===== config.mk =====
export PLATFORM = sky130hd
export DESIGN_NAME = lsu_stage
export DESIGN_NICKNAME = d
export VERILOG_FILES = /design/src/rtl/lsu_stage_pkg.sv /design/src/rtl/lsu_align_chk.sv /design/src/rtl/lsu_stage.sv
export SDC_FILE = /design/constraint.sdc
export NUM_CORES = 1
export LEC_CHECK = 0
export CAP_MARGIN = 0
export CORE_AREA = 2 2 214 216
export CTS_BUF_LIST = sky130_fd_sc_hd__clkbuf_8
export DETAILED_ROUTE_END_ITERATION = 12
export DIE_AREA = 0 0 216 218
export PLACE_DENSITY = 0.65
export SETUP_SLACK_MARGIN = 0.4
export SLEW_MARGIN = 20
export SYNTH_ARGS = -nofsm -noshare
export SYNTH_HDL_FRONTEND = slang
export SYNTH_SLANG_ARGS = --single-unit

===== constraint.sdc =====
create_clock -name clk -period 2 [get_ports clk]
set_clock_uncertainty 0.05 [all_clocks]
set_input_delay 0.4 -clock clk [delete_from_list [all_inputs] [get_ports clk]]
set_output_delay 0.4 -clock clk [all_outputs]
set_load 0.05 [all_outputs]

===== src/rtl/lsu_stage_pkg.sv =====
// Shared definitions for the load/store stage: size codes, FSM states and bus constants.
package lsu_stage_pkg;

  localparam int BUS_WIDTH = 64;
  localparam logic [BUS_WIDTH-1:0] ZERO_WORD = '0;

  localparam logic [7:0] BE_B = 8'h01;
  localparam logic [7:0] BE_H = 8'h03;
  localparam logic [7:0] BE_W = 8'h0F;
  localparam logic [7:0] BE_D = 8'hFF;

  typedef enum logic [1:0] {
    LSU_IDLE   = 2'd0,
    LSU_ACCESS = 2'd1,
    LSU_RESP   = 2'd2
  } lsu_state_e;

  function automatic logic be_legal(input logic [7:0] be);
    return (be == BE_B) || (be == BE_H) || (be == BE_W) || (be == BE_D);
  endfunction

endpackage


===== src/rtl/lsu_align_chk.sv =====
// Combinational legality and natural-alignment check for a memory op.
module lsu_align_chk
  import lsu_stage_pkg::*;
(
  input  logic       rd_en,
  input  logic       wr_en,
  input  logic [7:0] byte_enable,
  input  logic [2:0] addr_lo,
  output logic       illegal,
  output logic       misaligned
);

  logic is_mem;

  always_comb begin
    is_mem     = rd_en ^ wr_en;
    illegal    = (rd_en & wr_en) | (is_mem & ~be_legal(byte_enable));
    misaligned = 1'b0;
    // Byte accesses can never be misaligned; wider ones must be naturally aligned.
    if (is_mem && !illegal) begin
      unique case (byte_enable)
        BE_H:    misaligned = addr_lo[0];
        BE_W:    misaligned = |addr_lo[1:0];
        BE_D:    misaligned = |addr_lo;
        default: misaligned = 1'b0;
      endcase
    end
  end

endmodule


===== src/rtl/lsu_stage.sv =====
// Memory-access stage: latches one op from EX, runs it against mem_ctrl, presents the result to WB.
module lsu_stage
  import lsu_stage_pkg::*;
#(
  parameter int MEM_LAT = 1,
  parameter int XLEN    = BUS_WIDTH
) (
  input  logic            clk,
  input  logic            rst,
  input  logic            ex_valid,
  output logic            ex_ready,
  input  logic            ex_rd_en,
  input  logic            ex_wr_en,
  input  logic [7:0]      ex_byte_enable,
  input  logic            ex_load_signed,
  input  logic [XLEN-1:0] ex_addr,
  input  logic [XLEN-1:0] ex_wr_data,
  input  logic [XLEN-1:0] ex_alu_res,
  input  logic [4:0]      ex_rd_idx,
  input  logic            ex_rd_we,
  output logic            mem_rd_en,
  output logic            mem_wr_en,
  output logic [7:0]      mem_byte_enble,
  output logic            mem_load_is_signed,
  output logic [XLEN-1:0] mem_addr,
  output logic [XLEN-1:0] mem_wr_data,
  input  logic [XLEN-1:0] mem_rd_data,
  output logic            wb_valid,
  input  logic            wb_ready,
  output logic [4:0]      wb_rd_idx,
  output logic            wb_rd_we,
  output logic [XLEN-1:0] wb_data,
  output logic            wb_excp,
  output logic [XLEN-1:0] wb_bad_addr
);

  localparam int CNT_W = (MEM_LAT > 1) ? $clog2(MEM_LAT) : 1;

  lsu_state_e       state;
  logic [CNT_W-1:0] cnt;

  logic             req_rd_en_p0;
  logic             req_wr_en_p0;
  logic [7:0]       req_be_p0;
  logic             req_signed_p0;
  logic [XLEN-1:0]  req_addr_p0;
  logic [XLEN-1:0]  req_wr_data_p0;
  logic [XLEN-1:0]  req_alu_res_p0;
  logic [4:0]       req_rd_idx_p0;
  logic             req_rd_we_p0;
  logic             req_excp_p0;
  logic [XLEN-1:0]  ld_data_p1;

  logic chk_illegal;
  logic chk_misaligned;
  logic in_access;
  logic in_resp;
  logic last_beat;
  logic hs;

  lsu_align_chk u_align_chk (
    .rd_en       (ex_rd_en),
    .wr_en       (ex_wr_en),
    .byte_enable (ex_byte_enable),
    .addr_lo     (ex_addr[2:0]),
    .illegal     (chk_illegal),
    .misaligned  (chk_misaligned)
  );

  assign in_access = (state == LSU_ACCESS);
  assign in_resp   = (state == LSU_RESP);
  assign last_beat = in_access && (cnt == '0);
  assign ex_ready  = rst && ((state == LSU_IDLE) || (in_resp && wb_ready));
  assign hs        = ex_valid && ex_ready;

  // p0: request register and FSM; p1: load data captured on the last access beat
  always_ff @(posedge clk) begin
    if (!rst) begin
      state          <= LSU_IDLE;
      cnt            <= '0;
      req_rd_en_p0   <= 1'b0;
      req_wr_en_p0   <= 1'b0;
      req_be_p0      <= '0;
      req_signed_p0  <= 1'b0;
      req_addr_p0    <= '0;
      req_wr_data_p0 <= '0;
      req_alu_res_p0 <= '0;
      req_rd_idx_p0  <= '0;
      req_rd_we_p0   <= 1'b0;
      req_excp_p0    <= 1'b0;
      ld_data_p1     <= '0;
    end else if (hs) begin
      req_rd_en_p0   <= ex_rd_en;
      req_wr_en_p0   <= ex_wr_en;
      req_be_p0      <= ex_byte_enable;
      req_signed_p0  <= ex_load_signed;
      req_addr_p0    <= ex_addr;
      req_wr_data_p0 <= ex_wr_data;
      req_alu_res_p0 <= ex_alu_res;
      req_rd_idx_p0  <= ex_rd_idx;
      req_rd_we_p0   <= ex_rd_we;
      req_excp_p0    <= chk_illegal | chk_misaligned;
      if ((ex_rd_en ^ ex_wr_en) && !chk_illegal && !chk_misaligned) begin
        state <= LSU_ACCESS;
        cnt   <= CNT_W'(MEM_LAT - 1);
      end else begin
        state <= LSU_RESP;
      end
    end else if (in_resp && wb_ready) begin
      state <= LSU_IDLE;
    end else if (in_access) begin
      if (cnt == '0) begin
        state <= LSU_RESP;
        if (req_rd_en_p0) ld_data_p1 <= mem_rd_data;
      end else begin
        cnt <= cnt - 1'b1;
      end
    end
  end

  always_comb begin
    mem_rd_en          = in_access & req_rd_en_p0;
    mem_wr_en          = last_beat & req_wr_en_p0;
    mem_byte_enble     = in_access ? req_be_p0 : '0;
    mem_load_is_signed = in_access & req_signed_p0;
    mem_addr           = in_access ? req_addr_p0 : '0;
    mem_wr_data        = in_access ? req_wr_data_p0 : '0;
  end

  always_comb begin
    wb_valid    = in_resp;
    wb_rd_idx   = in_resp ? req_rd_idx_p0 : '0;
    wb_excp     = in_resp & req_excp_p0;
    wb_bad_addr = (in_resp && req_excp_p0) ? req_addr_p0 : '0;
    wb_rd_we    = in_resp & ~req_excp_p0 & ~req_wr_en_p0 & req_rd_we_p0;
    wb_data     = '0;
    if (in_resp && !req_excp_p0) begin
      if (req_rd_en_p0)       wb_data = ld_data_p1;
      else if (!req_wr_en_p0) wb_data = req_alu_res_p0;
    end
  end

endmodule


==> results of run 1 <==
-- cells by family (layout without fill, tap and decap cells) --
kind of cell / Yosys count / after routing / synth area share, %
other cells: 0 / 6 / 0
buf+inv: 147 / 774 / 5.16
simple gates: 849 / 849 / 31.9
fa+ha+maj: 1 / 1 / 0.106
compound gates: 345 / 345 / 16.1
flops: 276 / 276 / 46.7
-- sequential cells by signal (all words and copies together) (netlist names) --
name            flops
state               2
req_wr_en_p0        1
req_rd_en_p0        1
req_addr_p0        64
req_wr_data_p0     64
req_alu_res_p0     64
req_signed_p0       1
req_be_p0           8
req_excp_p0         1
req_rd_idx_p0       5
req_rd_we_p0        1
ld_data_p1         64
-- power groups by stage --
stage               sequential (mW)  clock (mW)  combinational [mW]
floorplan                      5.93           0                1.07
global placement               5.97           0                2.23
detailed placement             5.98           0                2.26
CTS                            5.87        6.09                2.44
global route                   5.89        6.32                2.73
finish                         5.88        5.94                2.57
-- through the flow --
step | setup WS (ps) | TNS (ps) | std cells | hold slack, ps | util, %
2_1_floorplan | 214 | 0 | 1618 | 382 | -
3_3_place_gp | -186 | -20440 | 2710 | 389 | 48.9
3_5_place_dp | -245 | -30610 | 2710 | 392 | 48.9
4_1_cts | -447 | -103220 | 2820 | 215 | 53.0
5_1_grt | -497 | -117880 | 2850 | 250 | 54.6
6_report | -405 | -91320 | 2851 | 285 | 54.6
-- area by class of cell --
cell class	count	area share, %
Clock buffer	68	3.82
Multi-Input combinational cell	1195	28.6
Tap cell	600	3.06
Antenna cell	6	0.0612
Clock inverter	21	0.709
Sequential cell	276	22.6
Inverter	6	0.153
Timing Repair Buffer	679	41.0
-- worst max-delay path, delay by kind of cell, from the launching register on --
family,cells,cell delay [ps]
buffers and inverters,3,490
flip-flops,1,370
AND/OR/NAND/NOR,2,360
AO/OA/AOI/OAI,1,120
-- Yosys cell counts, drive strengths merged --
cell,count,area [um2]
and2,145,907
a221oi,1,15.0
o31ai,1,7.51
a311o,1,10.0
and3,65,407
nand3,4,20.0
nand4,4,25.0
buf,50,245
or2,1,6.26
nor3b,2,15.0
and2b,1,7.51
nor4,1,12.5
inv,6,22.5
a22oi,63,473
nand2,548,2060
ha,1,12.5
nand2b,3,18.8
or3b,1,8.76
nor2,68,255
o21bai,1,7.51
and4,1,8.76
nor3,2,15.0
clkbuf,91,343
o311a,1,10.0
dfxtp,276,5530
nor2b,3,18.8
o21ai,1,5.00
a211oi,1,7.51
a21oi,275,1380
-- worst paths after layout --
kind                                           startpoint                              end  slack [ps]  depth (start not counted)
worst min-delay path                       ex_wr_data[41]  req_wr_data_p0[41]$_SDFFE_PN0P_         280                          3
worst max-delay path            req_rd_en_p0$_SDFFE_PN0P_                      wb_data[61]        -410                          6
worst min register to register  req_be_p0[5]$_SDFFE_PN0P_        req_be_p0[5]$_SDFFE_PN0P_         400                          2
worst max register to register      state[0]$_SDFFE_PN0P_     req_addr_p0[49]$_SDFFE_PN0P_         230                          7
-- what timing repair did --
item                       in CTS  in global routing
setup buffers                  14                  8
gates cloned                    7                 17
setup endpoints to repair     545                552
pin swaps                      32                 38
resized for setup             109                 67
-- metal layers --
layer | up-vias | GRT usage, %
li1 | 6481 | -
met1 | 6529 | 25.3
met2 | 647 | 36.0
met4 | 0 | 9.20
met3 | 131 | 6.12
met5 | - | 0
==> metrics.md, run 1 <==
| Metric | Value |
|---|---|
| Worst path slowest cell | `dfxtp_4` |
| I/O pin cnt | `553` |
| Cells after Synth | `between 1500 and 2000` |
| FF+latch count, synth | `276` |
| Crit. End Element | `output pin` |
| Final instance area | `around 25000 um2` |
| Iteration-0 DRC Markers | `between 1000 and 1500` |
| Met2 WL post-DR | `27700 um` |
| Gpl congestion | `just over 0.9` |
| Sw Share | `between 20% and 30%` |
| Type of origin of the critical path | `flip-flop` |
| Peak supply drop | `approximately 560 uV` |
| Via count | `roughly 14000` |
| Switching pwr | `between 3 and 4 mW` |
| Setup ws final | `-405 ps` |
| Syn_area_per_cell | `around 7.3 um2` |
| Final setup fails | `around 280` |
| Comb pwr share | `roughly 18%` |
| Total track usage | `about a fifth` |
| Metal-1 WL | `21100 um` |
| Die Wd | `around 220 um` |
| Die Y | `around 220 um` |
| Slew of the pin with the lowest slew margin | `462 ps` |
| CP arrival | `about 2000 ps` |
| H-tree depth | `2` |
| Pins Over Slew Limit | `0` |
| Unrepaired setup endpoints after global routing | `true` |
| Critical Path Fanout Max | `11` |
| Area of the multi-input gates | `7020 um2` |
| Max cap viols | `0` |
| Most frequent cells in the layout | `nand2_1 (547), buf_12 (289), clkdlybuf4s50_1 (276)` |
| Failing checks | `negative setup slack` |
| WS Path Type | `reg -> out` |
| Worst Path Required | `~1600 ps` |
| Core footprint | `~45000 um2` |
| Final ANT Viol Nets | `0` |
| Achievable Freq | `about 420 MHz` |
| Status | `finished, violations left` |
| Num Clock Sinks | `roughly 280` |
| Post-Place Cell Area | `22000 um2` |
| Final Cycle Share | `120%` |
| Final WL | `roughly 55000 um` |
| Warnings from Yosys | `0` |
| Post-DP HPWL | `around 37000 um` |
| Sequential share of the synthesized area | `~47%` |
| Hold_buf cts | `0` |
| DRT Pass-1 Iters | `6` |
| Min-delay worst type | `in -> reg` |
| Nets@finish | `about 2500` |
| Routed wire length per instance | `between 15 and 20 um` |
| Most common cell after layout, fill and taps aside | `nand2_1` |
| Slew HR | `69.2%` |
| Initial Util | `around a quarter` |
| Grt ovf | `0` |
| Power Density | `a little under 600 nW/um2` |
| Die area | `roughly 47000 um2` |
| Port buffer count | `552` |
| Tmin final | `~2400 ps` |
| Vias per inst | `4.84` |
| Mapped Area | `approximately 12000 um2` |
| Top sig layer | `met4` |
| Total CTS buffers | `51` |
| Final Hold Fails | `0` |
| Layout area overhead | `107%` |
| Clock group share of total power | `around two fifths` |
| Cell Rows | `78` |
| Critical-path cell list | `nor2_4 -> buf_12 -> buf_12 -> a22oi_1 -> nor2_4 -> buf_8` |
| Max stage delay on crit path | `370 ps` |
| Syn nets | `1896` |
| # fillers | `about 3900` |
| CTS tree | `done` |
| Share of cells above drive strength 1 | `roughly 36%` |
| DR WL met3 | `4370 um` |
| Power Internal | `10.4 mW` |
| Pin count of the biggest net entering global routing | `69` |
| CTS root buf | `clkbuf_8` |
| Total chip power | `about 14 mW` |
| Worst-skew pair later-pin latency | `approximately 600 ps` |
| Vias in the first global route | `around 14000` |
| Longest Clk Path Bufs | `3` |
| Sequential share of power | `roughly 40%` |
| Pleak | `9.08 nW` |
| Clock transition at path regs | `approximately 60 ps` |
| Unique cell type count in the Yosys netlist | `33` |
| Initial antenna violation count | `6` |
| First-pass GRT wire length | `roughly 80000 um` |
| Reg area | `5530 um2` |
| DR DRC count | `0` |
Note: power is estimated with default switching activity, not from simulation.
==> run 2: changes to the inputs <==
--- a/config.mk
+++ b/config.mk
@@ -6,11 +6,13 @@
 export NUM_CORES = 1
 export LEC_CHECK = 0
 export CAP_MARGIN = 0
-export CORE_AREA = 2 2 214 216
+export CELL_PAD_IN_SITES_DETAIL_PLACEMENT = 0
+export CELL_PAD_IN_SITES_GLOBAL_PLACEMENT = 1
+export CORE_AREA = 2 2 218 220
 export CTS_BUF_LIST = sky130_fd_sc_hd__clkbuf_8
 export DETAILED_ROUTE_END_ITERATION = 12
-export DIE_AREA = 0 0 216 218
-export PLACE_DENSITY = 0.65
+export DIE_AREA = 0 0 220 222
+export PLACE_DENSITY = 0.83
 export SETUP_SLACK_MARGIN = 0.4
 export SLEW_MARGIN = 20
 export SYNTH_ARGS = -nofsm -noshare
==> run 2 against run 1 <==
Compared with the run above:
- the run still ends with negative setup slack left
- clock power grew 5.6%
- sequential power is essentially flat
- final area grew 2.2%
- first-iteration DRC count shrank 24%
- critical path depth shrank 1
- register-to-register slack is essentially flat
- worst hold slack is essentially flat
- flip-flop and latch count is the same
- combinational power grew 3%
- largest cell class unchanged
==> metrics.md, run 2 (synthesis results as in run 1) <==
| Metric | Value |
|---|---|
| Vias in the first global route | `13400 (was 13500)` |
| Final WL | `57000 um (was 55400 um)` |
| Total CTS buffers | `51 (unchanged)` |
| Pin count of the biggest net entering global routing | `66 (was 69)` |
| Initial antenna violation count | `6 (unchanged)` |
| R2R Path Start | `state[1]$_SDFFE_PN0P_ (was state[0]$_SDFFE_PN0P_)` |
| R2R Setup Slk | `230 ps (about the same)` |
| Worst hold path endpoint | `req_addr_p0[36]$_SDFFE_PN0P_ (was req_wr_data_p0[41]$_SDFFE_PN0P_)` |
| Total track usage | `20.9% (was 21.3%)` |
| Pre-CTS WS | `-191 ps (was -245 ps)` |
| Critical Path Fanout Max | `20 (was 11)` |
| Crit. End Element | `output pin (unchanged)` |
| Final instance area | `25100 um2 (was 24500 um2)` |
| Die Wd | `220 um (was 216 um)` |
| CP arrival | `1940 ps (was 1960 ps)` |
| Num Clock Sinks | `276 (unchanged)` |
| Peak supply drop | `479 uV (was 557 uV)` |
| Post-route non-filler standard cell count | `2860 (was 2851)` |
| Achievable Freq | `419 MHz (was 416 MHz)` |
| CTS tree | `done (unchanged)` |
| Port buffer count | `552 (unchanged)` |
| Min-delay worst type | `in -> reg (unchanged)` |
| Final ANT Viol Nets | `0 (unchanged)` |
| Hold_buf cts | `0 (unchanged)` |
| Tmin final | `2390 ps (was 2410 ps)` |
| Most common cell after layout, fill and taps aside | `nand2_1 (unchanged)` |
| Power Density | `590 nW/um2 (was 587 nW/um2)` |
| Die Y | `222 um (was 218 um)` |
| Final Cycle Share | `119% (was 120%)` |
| Vias per inst | `4.79 (was 4.84)` |
| Worst Reg-to-Reg Cells | `10 (was 7)` |
| Iteration-0 DRC Markers | `800 (was 1058)` |
| Initial Util | `25.6% (was 26.4%)` |
| Hold Crit Start | `ex_addr[36] (was ex_wr_data[41])` |
| Pleak | `9.29 nW (was 9.08 nW)` |
| Worst Path Required | `1550 ps (about the same)` |
| CTS root buf | `clkbuf_8 (unchanged)` |
| Pins Over Slew Limit | `0 (unchanged)` |
| Final Hold Fails | `0 (unchanged)` |
| Nets@finish | `2487 (unchanged)` |
| Failing checks | `negative setup slack (unchanged)` |
| Max cap viols | `0 (unchanged)` |
| Core footprint | `46300 um2 (was 44900 um2)` |
| Layout area overhead | `112% (was 107%)` |
| Total chip power | `14.8 mW (was 14.4 mW)` |
| Hold Crit Depth | `3 (unchanged)` |
| Cells after DPL | `2703 (was 2710)` |
| DRT Pass-1 Iters | `5 (was 6)` |
| First-pass GRT wire length | `79000 um (was 78600 um)` |
| DR DRC count | `0 (unchanged)` |
| Routed wire length per instance | `19.9 um (was 19.4 um)` |
| Cell Rows | `79 (was 78)` |
| Gpl congestion | `0.916 (was 0.919)` |
| Most frequent cells in the layout | `nand2_1 (527), buf_12 (315), clkdlybuf4s50_1 (276) (was nand2_1 (547), buf_12 (289), clkdlybuf4s50_1 (276))` |
| Via count | `13700 (was 13800)` |
| Final setup fails | `276 (unchanged)` |
| Type of origin of the critical path | `flip-flop (unchanged)` |
| I/O pin cnt | `553 (unchanged)` |
| WS Path Type | `reg -> out (unchanged)` |
| Worst-skew pair later-pin latency | `610 ps (about the same)` |
| Longest Clk Path Bufs | `3 (unchanged)` |
| Setup ws final | `-385 ps (was -405 ps)` |
| Slew HR | `73.9% (was 69.2%)` |
| Die area | `48800 um2 (was 47100 um2)` |
| Status | `finished, violations left (unchanged)` |
| Share of cells above drive strength 1 | `36.4% (was 35.9%)` |
| Clock transition at path regs | `60 ps (about the same)` |
| Worst hold margin | `285 ps (about the same)` |
| Slew of the pin with the lowest slew margin | `389 ps (was 462 ps)` |
| H-tree depth | `2 (unchanged)` |
| R2R Path End | `ld_data_p1[5]$_SDFFE_PN0P_ (was req_addr_p0[49]$_SDFFE_PN0P_)` |
| Post-DP HPWL | `37300 um (was 37200 um)` |
| Final cell utilization of the core | `54.2% (was 54.6%)` |
| Grt ovf | `0 (unchanged)` |
| Unrepaired setup endpoints after global routing | `true (unchanged)` |
| Post-Place Cell Area | `22300 um2 (was 22000 um2)` |
| Final TNS setup | `-92770 ps (was -91320 ps)` |
==> run 2: changes by cell type in the layout (fill, tap and decap cells not counted), sizes merged <==
cell    delta
clkinv     -1
diode      -1
inv        +1
buf        -9
clkbuf    +10
bufinv     +2
==> run 2: what timing repair did <==
| action | CTS | global route |
|---|---|---|
| setup endpoints to repair | 415 | 547 |
| resized for setup | 54 | 96 |
| pin swaps | 15 | 49 |
| gates cloned | 10 | 24 |
| setup buffers | 16 | 10 |
==> run 2: how the worst max path moves through the flow <==
| stage | cells after the start | startpoint | end | slack [ps] |
|---|---|---|---|---|
| floorplan | 5 | state[1]$_SDFFE_PN0P_ | wb_rd_we | 210 |
| global placement | 5 | ex_byte_enable[7] | state[1]$_SDFFE_PN0P_ | -150 |
| detailed placement | 5 | ex_byte_enable[7] | req_excp_p0$_SDFFE_PN0P_ | -190 |
| CTS | 6 | state[1]$_SDFFE_PN0P_ | wb_data[61] | -460 |
| global route | 5 | state[1]$_SDFFE_PN0P_ | mem_wr_data[24] | -470 |
| finish | 5 | state[1]$_SDFFE_PN0P_ | mem_addr[4] | -390 |
==> run 2: metal layers <==
metal  vias to the layer above  GRT usage (%)  share of wire [%]
li1                       6492              -                  -
met1                      6494           24.8                 39
met2                       577           34.6                 49
met3                       137           6.19                8.0
met4                         2           9.53                4.0
met5                         -              0              0.023
==> run 2: worst max-delay path, stage by stage, from the launching register on <==
cell     delay (ps)
dfxtp_2         330
and2b_4         330
buf_12          170
buf_12          170
and2_2          180
buf_12          130
==> run 2: layout make-up <==
class | count | area, um2
antenna | 5 | 12.5
multi-input combinational | 1195 | 7070
sequential | 276 | 5530
clock buffer | 69 | 950
tap | 607 | 759
timing repair buffer | 679 | 10500
inverter | 6 | 37.5
fill | 4013 | 21200
clock inverter | 23 | 234
==> run 2: power breakdown <==
part	switching, mW	internal, mW
sequential	0.150	5.72
combinational	1.31	1.34
clock	2.55	3.72
